===== config.mk =====
export PLATFORM = sky130hd
export DESIGN_NAME = rv_writeback
export DESIGN_NICKNAME = d
export VERILOG_FILES = /design/src/rtl/rv_writeback_pkg.sv /design/src/rtl/rv_regfile.sv /design/src/rtl/rv_writeback.sv
export SDC_FILE = /design/constraint.sdc
export NUM_CORES = 2
export LEC_CHECK = 0
export CORE_MARGIN = 2
export CORE_UTILIZATION = 55
export CTS_CLUSTER_DIAMETER = 60
export DETAILED_ROUTE_END_ITERATION = 6
export PLACE_DENSITY = 0.8
export SLEW_MARGIN = 20
export SYNTH_ARGS = -nofsm -noshare
export SYNTH_HDL_FRONTEND = slang
export SYNTH_SLANG_ARGS = --single-unit
export TNS_END_PERCENT = 10

===== constraint.sdc =====
create_clock -name CLK -period 56.2 [get_ports CLK]
set_input_delay 16.86 -clock CLK [delete_from_list [all_inputs] [get_ports CLK]]
set_output_delay 16.86 -clock CLK [all_outputs]
set_load 0.01 [all_outputs]

===== src/rtl/rv_writeback_pkg.sv =====
// Shared definitions for the writeback stage.
//   BIN_DIG       : default datapath width
//   load_funct3_e : load format codes carried on mem_funct3
//   grant_e       : arbiter winner encoding for the last_grant flop
package defs;

  localparam int unsigned BIN_DIG = 32;

  typedef enum logic [2:0] {
    LB  = 3'b000,
    LH  = 3'b001,
    LW  = 3'b010,
    LBU = 3'b100,
    LHU = 3'b101
  } load_funct3_e;

  typedef enum logic {
    GrantExec = 1'b0,
    GrantMem  = 1'b1
  } grant_e;

endpackage


===== src/rtl/rv_regfile.sv =====
// Architectural register file: NREG x XLEN, one write port, two async read ports.
// x0 is hardwired to zero: writes to it are discarded and reads return 0.
//   clk_i, rst_i          : clock, asynchronous active-high reset (clears all registers)
//   we_i, waddr_i, wdata_i: write port, takes effect at the rising edge
//   raddr1_i/rdata1_o     : read port 1
//   raddr2_i/rdata2_o     : read port 2
module rv_regfile #(
  parameter int unsigned XLEN = 32,
  parameter int unsigned NREG = 32
) (
  input  logic            clk_i,
  input  logic            rst_i,
  input  logic            we_i,
  input  logic [4:0]      waddr_i,
  input  logic [XLEN-1:0] wdata_i,
  input  logic [4:0]      raddr1_i,
  output logic [XLEN-1:0] rdata1_o,
  input  logic [4:0]      raddr2_i,
  output logic [XLEN-1:0] rdata2_o
);

  logic [XLEN-1:0] regs_q [NREG];

  always_ff @(posedge clk_i or posedge rst_i) begin
    if (rst_i) begin
      for (int i = 0; i < int'(NREG); i++) begin
        regs_q[i] <= '0;
      end
    end else if (we_i && (waddr_i != 5'd0)) begin
      regs_q[waddr_i] <= wdata_i;
    end
  end

  always_comb begin
    rdata1_o = '0;
    rdata2_o = '0;
    if (raddr1_i != 5'd0) rdata1_o = regs_q[raddr1_i];
    if (raddr2_i != 5'd0) rdata2_o = regs_q[raddr2_i];
  end

endmodule


===== src/rtl/rv_writeback.sv =====
// Writeback stage: arbitrates an exec-result channel and a load-result channel onto a single
// register write port, formats load data, tracks write-pending registers and counts retirements.
//   CLK, RST                         : clock, asynchronous active-high reset
//   ex_valid/ex_ready, ex_rd, ex_data: exec-result handshake
//   mem_valid/mem_ready, mem_rd, mem_data, mem_funct3, mem_byte_off: load-result handshake
//   issue_valid, issue_rd            : decode marks rd as write-pending
//   rs1/rs2 addr/data/pending        : read ports with pending flags
//   instret                          : 64-bit count of retired writebacks (wraps)
// Optional feature: define WB_BYPASS_EN to forward the transferring write to the read ports
// in the same cycle.
module rv_writeback
  import defs::*;
#(
  parameter int unsigned XLEN = BIN_DIG,
  parameter int unsigned NREG = 32
) (
  input  logic            CLK,
  input  logic            RST,
  input  logic            ex_valid,
  output logic            ex_ready,
  input  logic [4:0]      ex_rd,
  input  logic [XLEN-1:0] ex_data,
  input  logic            mem_valid,
  output logic            mem_ready,
  input  logic [4:0]      mem_rd,
  input  logic [XLEN-1:0] mem_data,
  input  logic [2:0]      mem_funct3,
  input  logic [1:0]      mem_byte_off,
  input  logic            issue_valid,
  input  logic [4:0]      issue_rd,
  input  logic [4:0]      rs1_addr,
  input  logic [4:0]      rs2_addr,
  output logic [XLEN-1:0] rs1_data,
  output logic [XLEN-1:0] rs2_data,
  output logic            rs1_pending,
  output logic            rs2_pending,
  output logic [63:0]     instret
);

  grant_e          last_grant_q, last_grant_d;
  logic [NREG-1:0] pending_q, pending_d;
  logic [63:0]     instret_q, instret_d;

  logic            conflict;
  logic            ex_fire, mem_fire, wr_en;
  logic [4:0]      wr_rd;
  logic [XLEN-1:0] wr_data, ld_data;
  logic [7:0]      ld_byte;
  logic [15:0]     ld_half;
  logic [XLEN-1:0] rf_rdata1, rf_rdata2;

  // On a conflict the channel that lost last time wins; a lone valid channel always wins.
  assign conflict  = ex_valid && mem_valid;
  assign ex_ready  = !RST && ex_valid && !(mem_valid && (last_grant_q == GrantExec));
  assign mem_ready = !RST && mem_valid && !(ex_valid && (last_grant_q == GrantMem));
  assign ex_fire   = ex_valid && ex_ready;
  assign mem_fire  = mem_valid && mem_ready;
  assign wr_en     = ex_fire || mem_fire;

  // Load formatting from the raw aligned word.
  always_comb begin
    ld_byte = mem_data[7:0];
    unique case (mem_byte_off)
      2'd0: ld_byte = mem_data[7:0];
      2'd1: ld_byte = mem_data[15:8];
      2'd2: ld_byte = mem_data[23:16];
      2'd3: ld_byte = mem_data[31:24];
    endcase
    ld_half = mem_byte_off[1] ? mem_data[31:16] : mem_data[15:0];

    ld_data = mem_data;
    case (mem_funct3)
      LB:      ld_data = {{(XLEN-8){ld_byte[7]}}, ld_byte};
      LBU:     ld_data = {{(XLEN-8){1'b0}}, ld_byte};
      LH:      ld_data = {{(XLEN-16){ld_half[15]}}, ld_half};
      LHU:     ld_data = {{(XLEN-16){1'b0}}, ld_half};
      default: ld_data = mem_data;
    endcase
  end

  assign wr_rd   = mem_fire ? mem_rd : ex_rd;
  assign wr_data = mem_fire ? ld_data : ex_data;

  always_comb begin
    last_grant_d = last_grant_q;
    pending_d    = pending_q;
    instret_d    = instret_q;
    if (conflict) last_grant_d = mem_fire ? GrantMem : GrantExec;
    if (wr_en) begin
      pending_d[wr_rd] = 1'b0;
      instret_d        = instret_q + 64'd1;
    end
    // Issue is applied after the clear so a same-cycle issue to the same rd stays pending.
    if (issue_valid && (issue_rd != 5'd0)) pending_d[issue_rd] = 1'b1;
  end

  always_ff @(posedge CLK or posedge RST) begin
    if (RST) begin
      last_grant_q <= GrantExec;
      pending_q    <= '0;
      instret_q    <= '0;
    end else begin
      last_grant_q <= last_grant_d;
      pending_q    <= pending_d;
      instret_q    <= instret_d;
    end
  end

  rv_regfile #(
    .XLEN(XLEN),
    .NREG(NREG)
  ) u_regfile (
    .clk_i   (CLK),
    .rst_i   (RST),
    .we_i    (wr_en),
    .waddr_i (wr_rd),
    .wdata_i (wr_data),
    .raddr1_i(rs1_addr),
    .rdata1_o(rf_rdata1),
    .raddr2_i(rs2_addr),
    .rdata2_o(rf_rdata2)
  );

  assign instret = instret_q;

`ifdef WB_BYPASS_EN
  logic byp1, byp2;
  assign byp1        = wr_en && (wr_rd != 5'd0) && (wr_rd == rs1_addr);
  assign byp2        = wr_en && (wr_rd != 5'd0) && (wr_rd == rs2_addr);
  assign rs1_data    = byp1 ? wr_data : rf_rdata1;
  assign rs2_data    = byp2 ? wr_data : rf_rdata2;
  assign rs1_pending = (rs1_addr != 5'd0) && pending_q[rs1_addr] && !byp1;
  assign rs2_pending = (rs2_addr != 5'd0) && pending_q[rs2_addr] && !byp2;
`else
  assign rs1_data    = rf_rdata1;
  assign rs2_data    = rf_rdata2;
  assign rs1_pending = (rs1_addr != 5'd0) && pending_q[rs1_addr];
  assign rs2_pending = (rs2_addr != 5'd0) && pending_q[rs2_addr];
`endif

endmodule

Word-level counts from Yosys, hierarchy flattened
Index checks and enable logic that the tools add are counted.

Word-level logic and storage cells: 112. Input port bits: 99. Bits in registers: 1121. Output and inout bits: 132.

Mux-type cells: 27. Order comparisons: 10. Equality and inequality tests: 6. Bitwise operators: 7. Reduce and logical (&&, ||, !) cells: 26. Add/subtract/negate cells: 1.

Operator list (number): 1024-bit bitwise mux (1); 32-bit binary-select mux with 5-bit select (2); 32-bit 2-to-1 mux (10); 32-bit demux with 5-bit select (1); 32-bit one-hot mux with 4 select lines (1); 64-bit by 1-bit adder with 64-bit output (second input constant) (1); 32-bit bitwise AND (1); 32-bit inverter (1); 32-bit OR (1); 8-bit one-hot mux with 4 select lines (1); 5-bit by 6-bit less-than comparator with 1-bit output (second input constant) (4); 5-bit nonzero test (4); 6-bit >= comparator (second input constant) (3); 5-bit inverter with 6-bit output (3); 1-bit logical AND (16); 16-bit 2-to-1 mux (1); 1-bit binary-select mux with 5-bit select (2); 1-bit demux with 5-bit select (2); 5-bit by 1-bit >= comparator with 1-bit output (second input constant) (2); 3-bit == test (second input constant) (2); 6-bit by 1-bit less-than comparator with 1-bit output (second input constant) (1); 1-bit 2-to-1 mux (5); 5-bit 2-to-1 mux (1); 2-bit == test (second input constant) (2); other kinds (7) (9).

Depth between registers and ports, before layout
Depth in word-level cells: 14. Mapped depth: 10. Depth with buffers taken out: 6.

Hierarchy
Synthesis repeated with hierarchy kept, for this count alone.

Cells, all modules: 4368. Area total of the unflattened synthesis: 60656.9 um^2.

By module, submodules not included: rv_regfile (cells an instance 3743, sequential area each 25624.6 um^2, instances 1, area an instance 54688.7 um^2); rv_writeback (cells an instance 625, sequential area each 2402.3 um^2, instances 1, area an instance 5968.2 um^2).

Worst setup path after synthesis
No wires, ideal clock.

Path type: input-to-reg. Start point: input port RST. End point: register last_grant_q. Buffers on the path: 0. Stages on the path: 2. Data required time: 56.021 ns. Setup time: 0.179 ns. Slack: 14.342 ns. Data arrival time: 41.679 ns. Path through: inv_1 -> a31o_2.

Word-level cells in the longest chain between the ends: 5.

Ends and longest elaborated chain: start, declared (RTL line rv_writeback.sv:18) `input logic RST,`; 1-bit zero test (no source line); 1-bit logical AND (2 in series) (RTL line rv_writeback.sv:55) `assign mem_ready = !RST && mem_valid && !(ex_valid && (last_grant_q == GrantMem));`; 1-bit logical AND (RTL line rv_writeback.sv:57) `assign mem_fire = mem_valid && mem_ready;`; 1-bit 2-to-1 mux (RTL line rv_writeback.sv:88) `if (conflict) last_grant_d = mem_fire ? GrantMem : GrantExec;`; end signal, assigned (RTL line rv_writeback.sv:99) `last_grant_q <= GrantExec;`; end signal, assigned (RTL line rv_writeback.sv:103) `last_grant_q <= last_grant_d;`; end, declared (RTL line rv_writeback.sv:40) `grant_e last_grant_q, last_grant_d;`.

Every way passes these cells. A chain may end at the register's enable or synchronous reset.

Final worst setup path
Start point: input port rs2_addr[0]. End point: output port rs2_data[2].

Word-level cells in the longest chain between the ends: 5. Elaborated cells on any way between the ends: 6. Those cells by class: mux: 4; bitwise: 1; reduce/logical: 1.

Ends and longest elaborated chain: start, declared (RTL line rv_writeback.sv:32) `input logic [4:0] rs2_addr,`; 5-bit inverter with 6-bit output (implied by the code) (RTL line rv_regfile.sv:38) `if (raddr2_i != 5'd0) rdata2_o = regs_q[raddr2_i];`; 32-bit binary-select mux with 5-bit select (RTL line rv_regfile.sv:38); 32-bit 2-to-1 mux (implied by the code) (2 in series) (RTL line rv_regfile.sv:38); 32-bit 2-to-1 mux (*) (RTL line rv_regfile.sv:38); end, declared (RTL line rv_writeback.sv:34) `output logic [XLEN-1:0] rs2_data,`.

Mark *: on every way between the ends. The rest lies on a longest branch, timed or not. The select of a mux whose other input is x is not followed.

==> reports/metrics.cfg <==
[status]
status = completed

[place]
io_buffers = 230
placed_cell_area_um2 = 63300
routabilityCongestion = 0.915
placed_cells = 5420
dp_hpwl_mm = 102
place_ws_ns = 18.02

[critical_path]
end_kind = primary output
worstPathCellList = buf_8, buf_4, buf_4, mux4_2, nor2b_1, a211oi_1, nor4_1, clkdlybuf4s50_1
critPathSlowestCell = nor4_1
crit_arrival_ns = 21.41
path_class = in2out
cp_common_cell = buf_4
cp_max_fo = 54
cpPeakStageDelay_ns = 0.99
start_kind = primary input
crit_required_ns = 39.34

[sta]
tns_ns = 0
rsz0062_at_grt = no
slew_viol_final = 0
holdWs_ns = 0.398
final-setup-viol-count = 0
post-route-min-period_ns = 38.27
max_freq_mhz = 26.1
worstMarginPinSlew_ns = 1.29
timing_hold_violations_final = 0
fin_crit_sh_pct = 68.1
worst_slack_ns = 17.93
maxSlewHeadroom_pct = 13.3
clock_skew_ns = 0.0740

[grt]
grt_max_degree = 175
grt-ovfl-total = 0
grt_util_all_layers_pct = 32.5
antenna_found_initial = 3
first_global_vias = 40900
grt_pass1_wl_mm = 269

[die]
die-width_um = 335
io_pins = 231
rows = 121
initial_core_util_pct = 55.4
design.die.area_um2 = 112000
die_h_um = 335
core_area_um2 = 109000

[yosys]
synth_top_family_by_area = multiplexers
synthSimpleGateAreaFrac_pct = 4.40
netlist_area_um2 = 60300
syn_inst = 4121
synthXorXnorAreaFrac_pct = 0.915
synth_edf_count = 0
synthAdderAreaFrac_pct = 0.0208
synthArstFlopShare_pct = 100
syn_nets = 4221
synth-seq-area-share_pct = 46.5
synthDistinctLibCells = 67
synth.mux.area_fraction_pct = 40.9
avgSynthCellArea_um2 = 14.6
synth-compound-area-share_pct = 3.62
synth-seq-cells = 1121
yosysWarnings = 0
synth_flop_cell = dfrtp_1

[routing]
vias_per_cell = 7.16
wl_per_cell_um = 32.3
wirelength_mm = 182
drt_pass1_iterations = 6
route.detailed.drc = 0
drt_iter0_drc = 4781
ant_nets = 0
vias = 40400

[final_layout]
instances_no_fill = 5644
layout-drive-gt1-share_pct = 46.4
synthToLayoutAreaGrowth_pct = 12.4
final_core_util_pct = 62.3
finish.instance_area_um2 = 67700
num-nets-final = 4227

[clock_tree]
htree_levels = 3
clockRootBuffer = clkbuf_16
cts_tree = built
cts.sinks = 1121
cts_buffers = 119
clkTransAtPathRegs_ns = 0.06
clk_latency_ns = 0.75
post_cts_buffers = 0
cts_resized = 0
cts_max_path_buffers = 3
cts_hold_buffers = 0

[power]
ir_drop_mv = 0.0334
power_density_nw_per_um2 = 36.9
leakage_nw = 29.6
power_mw = 2.50

[run]
maxCapViolCount = 0

[min_path]
hold_class = reg2reg

report_power, final:
part / internal, mW / switching, mW / total, mW
combinational: 0.322 / 0.213 / 0.535
clock: 0.515 / 0.351 / 0.866
sequential: 0.975 / 0.127 / 1.10
worst paths after layout:
check	startpoint	endpoint	slack, ns	cells after the start
worst max-delay path	rs2_addr[0]	rs2_data[2]	17.93	8
worst min-delay path	u_regfile.regs_q[992]	u_regfile.regs_q[992]	0.40	0
worst max register to register	last_grant_q	u_regfile.regs_q[390]	52.02	8
worst min register to register	u_regfile.regs_q[992]	u_regfile.regs_q[992]	0.40	0
max in group asynchronous	RST	u_regfile.regs_q[486]	35.58	6
min in group asynchronous	RST	u_regfile.regs_q[85]	16.94	2
cell usage in the layout (no fill, tap or decap), drive strengths merged, types with 7 or more instances in the layout:
master	instances
inv	28
nand2	69
and3	19
nand3	79
or2	9
a21oi	77
nor2	26
nand2b	9
a31oi	9
o2bb2ai	8
o22ai	74
nand3b	7
a22o	11
mux2i	72
xnor2	29
nand4	20
nor2b	79
nor3	29
mux2	1064
dfrtp	1121
a211oi	66
nor4	79
clkdlybuf4s50	220
o21ai	81
clkbuf	174
bufinv	16
mux4	529
xor2	34
buf	115
clkinv	23
cell usage after synthesis, types with 29 or more instances:
cell type	count	area share [%]
o22ai_1	74	0.77
buf_2	190	1.6
mux2i_1	71	1.2
mux2_2	1025	19
o21ai_0	78	0.65
xor2_1	34	0.49
nand3_1	62	0.51
buf_4	32	0.40
a21oi_1	73	0.61
a211oi_1	66	0.82
nor2b_1	79	0.82
dfrtp_1	1121	47
mux2_1	38	0.71
nor4_1	78	0.81
clkbuf_1	206	1.3
nand2_1	68	0.42
xnor2_1	29	0.42
mux4_2	529	20
flip-flops by register name (all words and copies together), names as in the netlist:
name	count
last_grant_q	1
pending_q	32
instret	64
u_regfile.regs_q	1024
worst max-delay path: cells and delay by family:
| family | cells | cell delay [ns] |
|---|---|---|
| multiplexers | 1 | 0.37 |
| buffers and inverters | 4 | 2.83 |
| AO/OA/AOI/OAI | 1 | 0.07 |
| AND/OR/NAND/NOR | 2 | 1.12 |
metal layers:
layer | track usage, % | vias up | part of all wire [%]
li1 | - | 15900 | -
met1 | 44.2 | 21400 | 38
met2 | 47.9 | 2589 | 44
met3 | 10.1 | 532 | 13
met4 | 15.5 | 4 | 5.1
met5 | 0 | - | 0.14
logic make-up after synthesis:
| kind of cell | after synthesis |
|---|---|
| and+or+nand+nor | 453 |
| muxes | 1665 |
| xor gates and xnor gates | 63 |
| DFF | 1121 |
| AOI/OAI and AO/OA | 345 |
| adders and majority gates | 1 |
| buffers and inverters | 473 |
final cells by class:
type	instances	area [µm²]
Antenna cell	1	2.50
Clock buffer	172	3550
Clock inverter	51	838
Fill cell	7719	41000
Inverter	21	88.8
Multi-Input combinational cell	2527	30300
Sequential cell	1121	28100
Tap cell	1414	1770
Timing Repair Buffer	337	3200
Power figures use the tool's default switching activity.
